[src/rtl/tx_frame_arbiter.sv]
// rtl/tx_frame_arbiter.sv - per-frame arbiter for the shared Ethernet TX path; define TX_ARB_FIXED_PRIO_EN for fixed priority
module tx_frame_arbiter #(
    parameter int N_REQ  = 2,
    parameter int ADDR_W = 96,
    parameter int LEN_W  = 16,
    localparam int GW    = $clog2(N_REQ)
) (
    input  logic                          clk,
    input  logic                          rst_n,
    input  logic [N_REQ-1:0]              req_valid,
    input  logic [N_REQ-1:0][ADDR_W-1:0]  req_addr,
    input  logic [N_REQ-1:0][LEN_W-1:0]   req_len,
    output logic [N_REQ-1:0]              req_ready,
    input  logic [N_REQ-1:0][7:0]         src_data,
    input  logic [N_REQ-1:0]              src_valid,
    output logic [N_REQ-1:0]              src_ready,
    output logic [ADDR_W-1:0]             header_addr,
    output logic [LEN_W-1:0]              number_of_bytes,
    output logic                          rx_header_valid,
    output logic [7:0]                    tx_data,
    output logic                          tx_valid,
    input  logic                          btx_full,
    input  logic                          tvalid,
    input  logic                          tready,
    input  logic                          tlast,
    output logic [GW-1:0]                 grant_id,
    output logic                          busy,
    output logic                          drop_pulse
);

    typedef enum logic [1:0] {
        IDLE,
        HDR,
        PAYLOAD,
        DRAIN
    } state_t;

    state_t             state;
    state_t             state_next;
    logic [LEN_W-1:0]   remaining;
    logic [GW-1:0]      winner;
    logic               last_beat;

    // The transmitter's final output beat is what frees the shared path.
    assign last_beat = tvalid & tready & tlast;
    assign busy      = (state != IDLE);

`ifdef TX_ARB_FIXED_PRIO_EN
    // Lowest-index pending requester wins.
    always_comb begin
        winner = '0;
        for (int k = N_REQ - 1; k >= 0; k--) begin
            if (|(req_valid & (N_REQ'(1) << k))) winner = GW'(k);
        end
    end
`else
    logic [GW-1:0]    rr_ptr;
    logic [GW-1:0]    next_owner;
    logic [N_REQ-1:0] upper_req;

    // Requesters at or above the pointer get first chance; wrap to the bottom otherwise.
    assign upper_req  = req_valid & ~((N_REQ'(1) << rr_ptr) - N_REQ'(1));
    assign next_owner = (grant_id == GW'(N_REQ - 1)) ? '0 : grant_id + GW'(1);

    // Round-robin pick: lowest set bit of the upper set, else lowest set bit overall.
    always_comb begin
        winner = '0;
        for (int k = N_REQ - 1; k >= 0; k--) begin
            if (|(req_valid & (N_REQ'(1) << k))) winner = GW'(k);
        end
        if (|upper_req) begin
            for (int k = N_REQ - 1; k >= 0; k--) begin
                if (|(upper_req & (N_REQ'(1) << k))) winner = GW'(k);
            end
        end
    end

    // Pointer moves past the owner when its frame is dropped or fully sent.
    always_ff @(posedge clk) begin
        if (!rst_n) begin
            rr_ptr <= '0;
        end else if ((state == HDR && remaining == '0) || (state == DRAIN && last_beat)) begin
            rr_ptr <= next_owner;
        end
    end
`endif

    // Next state and the owner-steered strobes and payload path.
    always_comb begin
        state_next      = state;
        req_ready       = '0;
        src_ready       = '0;
        rx_header_valid = 1'b0;
        drop_pulse      = 1'b0;
        tx_valid        = 1'b0;
        tx_data         = '0;
        case (state)
            IDLE: begin
                if (|req_valid) state_next = HDR;
            end
            HDR: begin
                req_ready = N_REQ'(1) << grant_id;
                if (remaining == '0) begin
                    drop_pulse = 1'b1;
                    state_next = IDLE;
                end else begin
                    rx_header_valid = 1'b1;
                    state_next      = PAYLOAD;
                end
            end
            PAYLOAD: begin
                tx_data = src_data[grant_id];
                if (!btx_full && remaining != '0) begin
                    src_ready = N_REQ'(1) << grant_id;
                    tx_valid  = src_valid[grant_id];
                end
                if (tx_valid && remaining == LEN_W'(1)) state_next = DRAIN;
            end
            DRAIN: begin
                if (last_beat) state_next = IDLE;
            end
            default: state_next = IDLE;
        endcase
    end

    // State, grant capture and the byte countdown; the countdown only moves on a real write.
    always_ff @(posedge clk) begin
        if (!rst_n) begin
            state           <= IDLE;
            grant_id        <= '0;
            remaining       <= '0;
            header_addr     <= '0;
            number_of_bytes <= '0;
        end else begin
            state <= state_next;
            if (state == IDLE && |req_valid) begin
                grant_id        <= winner;
                header_addr     <= req_addr[winner];
                number_of_bytes <= req_len[winner];
                remaining       <= req_len[winner];
            end
            if (tx_valid && remaining != '0) remaining <= remaining - LEN_W'(1);
        end
    end

endmodule

[config.mk]
export PLATFORM = sky130hd
export DESIGN_NAME = tx_frame_arbiter
export DESIGN_NICKNAME = d
export VERILOG_FILES = /design/src/rtl/tx_frame_arbiter.sv
export SDC_FILE = /design/constraint.sdc
export NUM_CORES = 1
export LEC_CHECK = 0
export BUFFER_PORTS_ARGS = -buffer_cell sky130_fd_sc_hd__buf_2
export CAP_MARGIN = 20
export CORE_MARGIN = 2
export CORE_UTILIZATION = 31
export DETAILED_ROUTE_END_ITERATION = 8
export SETUP_SLACK_MARGIN = 0.2
export SYNTH_ARGS = -nofsm -noshare
export SYNTH_HDL_FRONTEND = slang
export SYNTH_SLANG_ARGS = --single-unit
export TNS_END_PERCENT = 1
[constraint.sdc]
create_clock -name clk -period 1.5 [get_ports clk]
set_input_delay 0.075 -clock clk [delete_from_list [all_inputs] [get_ports clk]]
set_output_delay 0.075 -clock clk [all_outputs]
set_load 0.03 [all_outputs]
Word level (Yosys, flattened, before mapping). Index checks and enable logic that the tools add are counted.

Register bits after elaboration: 132. Input bits: 250.

$add $sub $neg: 3. Magnitude comparators: 2. Equality and inequality tests: 7. Shift-type cells: 2. Muxes and demuxes: 32. Bitwise logic cells: 4. Reductions and logical operators: 16.

Operators by type and width (number): 96-bit two-way mux (2); 16-bit two-way mux (4); 8-bit two-way mux (3); 16-bit by 1-bit equality test with 1-bit output (second input constant) (1); 16-bit zero test (1); 16-bit nonzero test (1); 16-bit by 1-bit subtractor with 16-bit output (second input constant) (1); 1-bit two-way mux (15); 2-bit two-way mux (7); 2-bit one-hot mux with 4 select lines (1); 1-bit logical AND (6); 2-bit != test (second input constant) (3); 2-bit equality test (second input constant) (2); 1-bit by 2-bit less-than comparator with 1-bit output (second input constant) (2); 2-bit nonzero test (2); 2-bit OR reduction (2); 1-bit by 1-bit << shifter with 2-bit output (first input constant) (2); 3-bit AND reduction (1); 1-bit AND (2); 2-bit AND (1); 2-bit by 1-bit equality test with 1-bit output (second input constant) (1); 2-bit zero test (1); 2-bit inverter (1); 2-bit by 1-bit subtractor with 2-bit output (second input constant) (1); 3 further kinds (3).

Longest topological paths before layout. Gate-level depths: netlist (run 1).

Depth after elaboration: 11. Gate-level depth with buffers: 7.

Worst setup path after synthesis (run 1). OpenSTA, ideal clock, no wires.

Kind: register to output. Start: register remaining[0]. End: output src_ready[0]. Arrival: 1.885 ns. Setup slack: -0.460 ns. Cell stages (with the launch flop): 6. Buffers on the path: 0. Cell sequence: dfxtp_1 -> inv_1 -> ha_1 -> nand2_1 -> nor2_2 -> nor4_1.

Longest elaborated chain between the ends: 4.

Ends and longest elaborated chain: start: declaration (RTL line 40) `logic [LEN_W-1:0] remaining;`; start signal: assignment (RTL line 140) `remaining <= req_len[winner];`; start signal: assignment (RTL line 142) `if (tx_valid && remaining != '0) remaining <= remaining - LEN_W'(1);`; 16-bit nonzero test (RTL line 113) `if (!btx_full && remaining != '0) begin`; 1-bit logical AND (RTL line 113); 2-bit two-way mux (RTL line 113); 2-bit two-way mux (RTL line 97) `case (state)`; end: declaration (RTL line 16) `output logic [N_REQ-1:0] src_ready,`.

No other way between the ends.

Worst setup path after layout (run 1).
Start: register remaining[15]. End: output src_ready[1].

The elaborated chain is that of the path after synthesis.

==> results.sh, run 1 <==
export IMPL_status="complete, but fails checks"
export IMPL_failing_checks="setup timing"
export IMPL_p_int_mw=8.43
export IMPL_number_of_antenna_violations_at_the_first_check_in_global_routing=0
export IMPL_vias_per_cell=4.71
export IMPL_holdCritPathClass="input pin to flop"
export IMPL_ios=379
export IMPL_first_pass_iters=5
export IMPL_number_of_clock_sinks_seen_by_cts=132
export IMPL_part_of_the_power_in_registers_pct=33.1
export IMPL_async_reset_ff_share_pct=0
export IMPL_buf_inv_stages_crit_path=1
export IMPL_synth_area_per_inst_sq_um=9.24
export IMPL_min_delay_start="req_addr[20]"
export IMPL_place_port_buffers=378
export IMPL_row_count=51
export IMPL_routed_wire_length_per_instance_um=15.2
export IMPL_core_region_area_sq_mm=0.0196
export IMPL_antenna_cells_inserted=0
export IMPL_syn_area_sq_mm=0.00624
export IMPL_critical_path_slowest_cell="sky130_fd_sc_hd__nor4_4"
export IMPL_fin_worst_skew_ps=13.6
export IMPL_post_place_ws_ps=-186
export IMPL_slew_headroom_pct=52.8
export IMPL_category_of_the_most_critical_setup_path="flop to output port"
export IMPL_detail_route_antenna_nets=0
export IMPL_layout_worst_path_cycle_share_pct=128
export IMPL_clk_latency_ps=410
export IMPL_synth_top_area_share_pct=42.3
export IMPL_tritoncts="built"
export IMPL_grt_use_total_pct=19.5
export IMPL_grt_pass1_vias=6490
export IMPL_rsz_0062_raised_after_global_routing="true"
export IMPL_timing_final_setup_violations=24
export IMPL_finalWorstSetupSlack_ps=-424
export IMPL_route_vias_total=6626
export IMPL_critPathLaunch="remaining[15]"
export IMPL_post_route_min_period_ps=1920
export IMPL_power_share_clock_pct=30.4
export IMPL_worstPathCellList="nor4_4, nand4_4, or2_4, and3_4, buf_6"
export IMPL_p_comb_share_pct=36.5
export IMPL_cellPowerDensity_mw_per_mm2=1280
export IMPL_timing_rr_start="remaining[0]"
export IMPL_critPathLaunchType="flop"
export IMPL_synth_main_ff_cell="sky130_fd_sc_hd__dfxtp_1"
export IMPL_layout_drive_gt1_share_pct=48.7
export IMPL_fp_dieW_um=146
export IMPL_synth_seq_cells=132
export IMPL_max_cap_violations=0
export IMPL_longest_clk_path_bufs=2
export IMPL_final_hold_violation_count=0
export IMPL_critPathCaptureType="output port"
export IMPL_critical_path_top_delay_family="simple AND/OR/NAND/NOR gates"
export IMPL_synth_nets=928
export IMPL_globalRoute_totalOverflow=0
export IMPL_numCtsBuffers=17
export IMPL_critical_path_required_ps=1420
export IMPL_grt_pass1_wl_um=33500
export IMPL_power_switching_mw=4.83
export IMPL_synth_seq_area_share_pct=42.3
export IMPL_flow_area_growth_from_synthesis_pct=66.2
export IMPL_fmax_mhz=520
export IMPL_yosys_top_cells_area="sky130_fd_sc_hd__dfxtp_1 (42%), sky130_fd_sc_hd__mux2i_1 (19%), sky130_fd_sc_hd__a211oi_1 (13%), sky130_fd_sc_hd__nor2_1 (8.1%), sky130_fd_sc_hd__clkbuf_1 (1.9%)"
export IMPL_swShare_pct=36.4
export IMPL_timing_critical_path_slowest_cell_delay_ps=370
export IMPL_cts_reportedPaths_clkPinSlew_ps=60
export IMPL_grt_start_max_net_pins=62
export IMPL_total_design_power_mw=13.3
export IMPL_wirelength_um=21400
export IMPL_die_area_sq_mm=0.0213
export IMPL_final_net_count=1382
export IMPL_ir_worst_vdd_uv=661
export IMPL_worst_ep_arrival_time_ps=1850
export IMPL_root_buffer="sky130_fd_sc_hd__clkbuf_16"
export IMPL_starting_drt_drc_count=191
export IMPL_detail_placement_hpwl_um=15700
export IMPL_post_synth_top_area_cell="sky130_fd_sc_hd__dfxtp_1"
export IMPL_drc=0
export IMPL_synth_lib_cells_used_distinct=50
export IMPL_die_y_um=146
export IMPL_start_util_pct=31.9
export IMPL_netlist_instances=676
export IMPL_htreeDepth=4
export IMPL_timing_max_transition_violations_final=0
export IMPL_p_leak_nw=5.17
export IMPL_routabilityCongestion=0.838
export IMPL_tightestPinTransition_ps=708
export IMPL_synth_enable_flop_cells=0
export IMPL_highest_net_fanout_along_the_worst_path=4
export IMPL_synth_warnings=0
==> metal layers <==
layer | GRT usage, % | wire, um | vias up
li1 | - | - | 3383
met1 | 22.7 | 8880 | 3004
met2 | 35.3 | 11000 | 210
met3 | 5.52 | 1180 | 29
met4 | 4.85 | 295 | 0
met5 | 0 | 0 | -
==> power groups by stage <==
stage	clock (mW)	combinational (mW)	sequential (mW)
after floorplan	0	1.85	5.40
after global routing	4.30	5.22	4.46
after global placement	0	4.45	4.43
after CTS	4.14	4.77	4.39
after detailed placement	0	4.48	4.45
final	4.03	4.83	4.39
==> cells by family after synthesis <==
| kind of cell | after synthesis | synth area share (%) |
|---|---|---|
| buf+inv | 64 | 4.75 |
| simple gates | 197 | 14.1 |
| fa+ha+maj | 2 | 0.401 |
| xor+xnor | 1 | 0.140 |
| flops | 132 | 42.3 |
| mux | 123 | 19.9 |
| compound gates | 157 | 18.4 |
==> synthesized netlist by cell type, drive strengths merged, types with 3 or more instances <==
master	count
nor4	6
a211oi	105
inv	6
o22a	3
nand4	4
o21ai	6
o31a	3
a21oi	14
o21a	4
nor2	135
mux2	7
buf	26
mux2i	116
clkbuf	31
nand2b	3
a31oi	6
nand2	26
dfxtp	132
and3	3
or2	3
or3	5
nand3	6
==> per-stage QoR <==
step / hold WS, ps / utilization, % / std cells / TNS [ps] / cell area (sq um)
finish: 8.67 / 53.0 / 1408 / -4540 / 10400
CTS: 0.386 / 52.4 / 1407 / -4700 / 10300
global placement: 414 / 45.4 / 1323 / -2490 / 8900
detailed placement: 422 / 45.4 / 1323 / -4450 / 8900
floorplan: 200 / - / 676 / -1690 / 6340
global route: 3.87 / 53.0 / 1408 / -8540 / 10400
==> worst register-to-register path: stages (launching register included) <==
cell and delay (ps):
sky130_fd_sc_hd__dfxtp_4 380, sky130_fd_sc_hd__inv_1 60, sky130_fd_sc_hd__ha_2 210, sky130_fd_sc_hd__nand2_2 130, sky130_fd_sc_hd__nor2_4 60, sky130_fd_sc_hd__buf_4 130
sky130_fd_sc_hd__buf_4 120, sky130_fd_sc_hd__buf_6 120, sky130_fd_sc_hd__o311a_1 320, sky130_fd_sc_hd__o31a_1 230
==> cell usage in the layout, fill, tap and decap left out, types with 4 or more instances in the layout <==
cell,n
sky130_fd_sc_hd__buf_2,362
sky130_fd_sc_hd__nor2_1,124
sky130_fd_sc_hd__dfxtp_1,123
sky130_fd_sc_hd__mux2i_1,100
sky130_fd_sc_hd__a211oi_1,99
sky130_fd_sc_hd__buf_4,55
sky130_fd_sc_hd__dlygate4sd3_1,47
sky130_fd_sc_hd__nand2_1,20
sky130_fd_sc_hd__clkbuf_16,17
sky130_fd_sc_hd__buf_6,17
sky130_fd_sc_hd__a21oi_1,14
sky130_fd_sc_hd__mux2i_2,10
sky130_fd_sc_hd__buf_12,9
sky130_fd_sc_hd__nor2_2,7
sky130_fd_sc_hd__mux2i_4,6
sky130_fd_sc_hd__mux2_2,6
sky130_fd_sc_hd__a211oi_2,6
sky130_fd_sc_hd__a31oi_1,6
sky130_fd_sc_hd__dfxtp_2,6
sky130_fd_sc_hd__nand2_2,5
sky130_fd_sc_hd__nor4_4,5
sky130_fd_sc_hd__clkinv_4,5
sky130_fd_sc_hd__nor2_4,4
sky130_fd_sc_hd__inv_1,4
sky130_fd_sc_hd__or3_1,4
sky130_fd_sc_hd__nand3_1,4
sky130_fd_sc_hd__inv_6,4
==> registers in the layout, indices dropped and copies added, names as in the netlist, named ones only <==
signal,count
header_addr,96
number_of_bytes,16
remaining,16
grant_id,1
rr_ptr,1
state,1
==> final timing paths <==
| check | endpoint | slack (ps) | cells after the start |
|---|---|---|---|
| worst max-delay path | src_ready[1] | -420 | 5 |
| worst min-delay path | header_addr[20] | 9 | 3 |
| worst max register to register | remaining[9] | -360 | 9 |
| worst min register to register | number_of_bytes[0] | 450 | 2 |
==> area by class of cell <==
type | instances | area [sq um]
Tap cell | 265 | 332
Multi-Input combinational cell | 480 | 3650
Clock buffer | 20 | 457
Sequential cell | 132 | 2660
Fill cell | 1816 | 9210
Timing Repair Buffer | 492 | 3120
Clock inverter | 12 | 121
Inverter | 7 | 33.8
==> what timing repair did <==
item	CTS	global route
resized for setup	74	33
pin swaps	41	21
hold endpoints to repair	31	0
endpoints found under the setup margin	149	148
hold buffers	47	0
buffers inserted	5	1
(Power assumes the default switching activity.)
==> run 2, diff against run 1 <==
- CORE_AREA: unset -> 2 2 146 148
- CORE_MARGIN: 2 -> unset
- CORE_UTILIZATION: 31 -> unset
- DIE_AREA: unset -> 0 0 148 150
- PLACE_DENSITY: unset -> 0.64
==> results.sh, run 2 (synthesized netlist as in run 1, its figures left out) <==
export IMPL_status="complete, but fails checks"
export IMPL_failing_checks="setup timing"
export IMPL_reg2reg_to="remaining[8]"
export IMPL_layout_drive_gt1_share_pct=48.0
export IMPL_starting_drt_drc_count=164
export IMPL_post_route_min_period_ps=1960
export IMPL_die_area_sq_mm=0.0222
export IMPL_p_leak_nw=5.16
export IMPL_flow_area_growth_from_synthesis_pct=65.2
export IMPL_vias_per_cell=4.61
export IMPL_tightestPinTransition_ps=379
export IMPL_post_layout_nonfiller_instances=1419
export IMPL_route_vias_total=6545
export IMPL_htreeDepth=4
export IMPL_tritoncts="built"
export IMPL_numCtsBuffers=17
export IMPL_slew_headroom_pct=74.7
export IMPL_critPathCaptureType="output port"
export IMPL_max_cap_violations=0
export IMPL_grt_start_max_net_pins=65
export IMPL_start_util_pct=30.2
export IMPL_fp_dieW_um=148
export IMPL_grt_pass1_wl_um=31200
export IMPL_wirelength_um=20800
export IMPL_timing_rr_start="remaining[9]"
export IMPL_clk_latency_ps=410
export IMPL_mostFrequentLayoutCell="sky130_fd_sc_hd__buf_2"
export IMPL_finalWorstSetupSlack_ps=-455
export IMPL_fin_worst_skew_ps=6.72
export IMPL_top_regs="header_addr x96, number_of_bytes x16, remaining x16"
export IMPL_final_core_utilization_pct=49.8
export IMPL_min_to="header_addr[65]"
export IMPL_ir_worst_vdd_uv=736
export IMPL_largest_register_ffs=96
export IMPL_grt_use_total_pct=17.8
export IMPL_cellPowerDensity_mw_per_mm2=1290
export IMPL_place_port_buffers=378
export IMPL_power_share_clock_pct=31.0
export IMPL_grt_pass1_vias=6148
export IMPL_row_count=53
export IMPL_final_hold_violation_count=0
export IMPL_category_of_the_most_critical_setup_path="flop to output port"
export IMPL_holdCritPathClass="input pin to flop"
export IMPL_ios=379
export IMPL_min_delay_start="req_addr[65]"
export IMPL_p_comb_share_pct=36.0
export IMPL_highest_net_fanout_along_the_worst_path=4
export IMPL_regMostFlops="header_addr"
export IMPL_number_of_antenna_violations_at_the_first_check_in_global_routing=0
export IMPL_fmax_mhz=511
export IMPL_swShare_pct=36.8
export IMPL_r2r_setup_slack_ps=-410
export IMPL_die_y_um=150
export IMPL_critPathLaunchType="flop"
export IMPL_cts_reportedPaths_clkPinSlew_ps=60
export IMPL_power_switching_mw=4.88
export IMPL_antenna_cells_inserted=0
export IMPL_drc=0
export IMPL_place_inst=1336
export IMPL_rsz_0062_raised_after_global_routing="true"
export IMPL_final_net_count=1383
export IMPL_timing_hold_worst_path_depth=3
export IMPL_timing_max_transition_violations_final=0
export IMPL_number_of_cells_on_the_worst_reg_to_reg_path=9
export IMPL_root_buffer="sky130_fd_sc_hd__clkbuf_16"
export IMPL_timing_final_setup_violations=22
export IMPL_part_of_the_power_in_registers_pct=33.0
export IMPL_detail_route_antenna_nets=0
export IMPL_globalRoute_totalOverflow=0
export IMPL_critical_path_required_ps=1420
export IMPL_commonest_non_fill_non_tap_cells_in_the_layout="sky130_fd_sc_hd__buf_2 (364), sky130_fd_sc_hd__nor2_1 (130), sky130_fd_sc_hd__dfxtp_1 (121)"
export IMPL_p_int_mw=8.38
export IMPL_routed_wire_length_per_instance_um=14.7
export IMPL_detail_placement_hpwl_um=15500
export IMPL_core_region_area_sq_mm=0.0207
export IMPL_number_of_clock_sinks_seen_by_cts=132
export IMPL_worst_ep_arrival_time_ps=1880
export IMPL_layout_worst_path_cycle_share_pct=130
export IMPL_first_pass_iters=4
export IMPL_routabilityCongestion=0.790
export IMPL_longest_clk_path_bufs=2
[run 2: through the flow]
step / cell area, sq um / power [mW] / TNS, ps / hold WS, ps / setup WS, ps
final: 10300 / 13.3 / -5020 / 15.2 / -455
after global routing: 10300 / 14.0 / -7490 / 4.18 / -529
after CTS: 10200 / 13.3 / -4320 / 0.0371 / -486
after detailed placement: 8960 / 8.93 / -3810 / 426 / -228
after global placement: 8960 / 8.87 / -2020 / 415 / -190
after floorplan: 6340 / 7.25 / -1690 / 200 / -149
[run 2: what timing repair did]
item	4_1_cts	5_1_grt
hold endpoints to repair	31	0
setup buffers	4	2
resized for setup	56	22
pin swaps	15	41
hold buffers	45	0
endpoints found under the setup margin	149	147
[run 2: per-layer routing]
metal	GRT usage (%)	vias up	wire [um]	part of all wire, %
met5	0	-	0	0
met4	5.62	0	353	1.7
met3	3.84	26	1040	5.0
met2	31.8	200	10600	51
met1	21.3	2940	8800	42
li1	-	3379	-	-
[run 2: layout make-up]
cell class                 count  area, sq um
clock buffer                  18          439
clock inverter                14          144
fill                        1954        10400
inverter                       7         31.3
multi-input combinational    480         3570
sequential                   132         2660
tap                          275          344
timing repair buffer         493         3130
[run 2: power by group through the flow]
stage | logic [mW] | registers [mW] | clock network [mW]
2_1_floorplan | 1.85 | 5.40 | 0
3_3_place_gp | 4.45 | 4.42 | 0
3_5_place_dp | 4.49 | 4.44 | 0
4_1_cts | 4.73 | 4.38 | 4.23
5_1_grt | 5.14 | 4.46 | 4.37
6_report | 4.78 | 4.38 | 4.11
[run 2: critical path, stage by stage, from the launching register on]
cell and delay, ps:
sky130_fd_sc_hd__dfxtp_2 340, sky130_fd_sc_hd__nor4_4 350, sky130_fd_sc_hd__nand4_4 190, sky130_fd_sc_hd__or2_4 290, sky130_fd_sc_hd__and3_4 170, sky130_fd_sc_hd__buf_6 130
[run 2: how the worst max path moves through the flow]
stage	start	to	cells after the start
final	remaining[9]	src_ready[1]	5
after global routing	remaining[7]	src_ready[1]	5
after CTS	remaining[11]	src_ready[1]	5
after detailed placement	remaining[8]	rr_ptr	5
after global placement	remaining[15]	rr_ptr	5
after floorplan	grant_id	remaining[9]	6
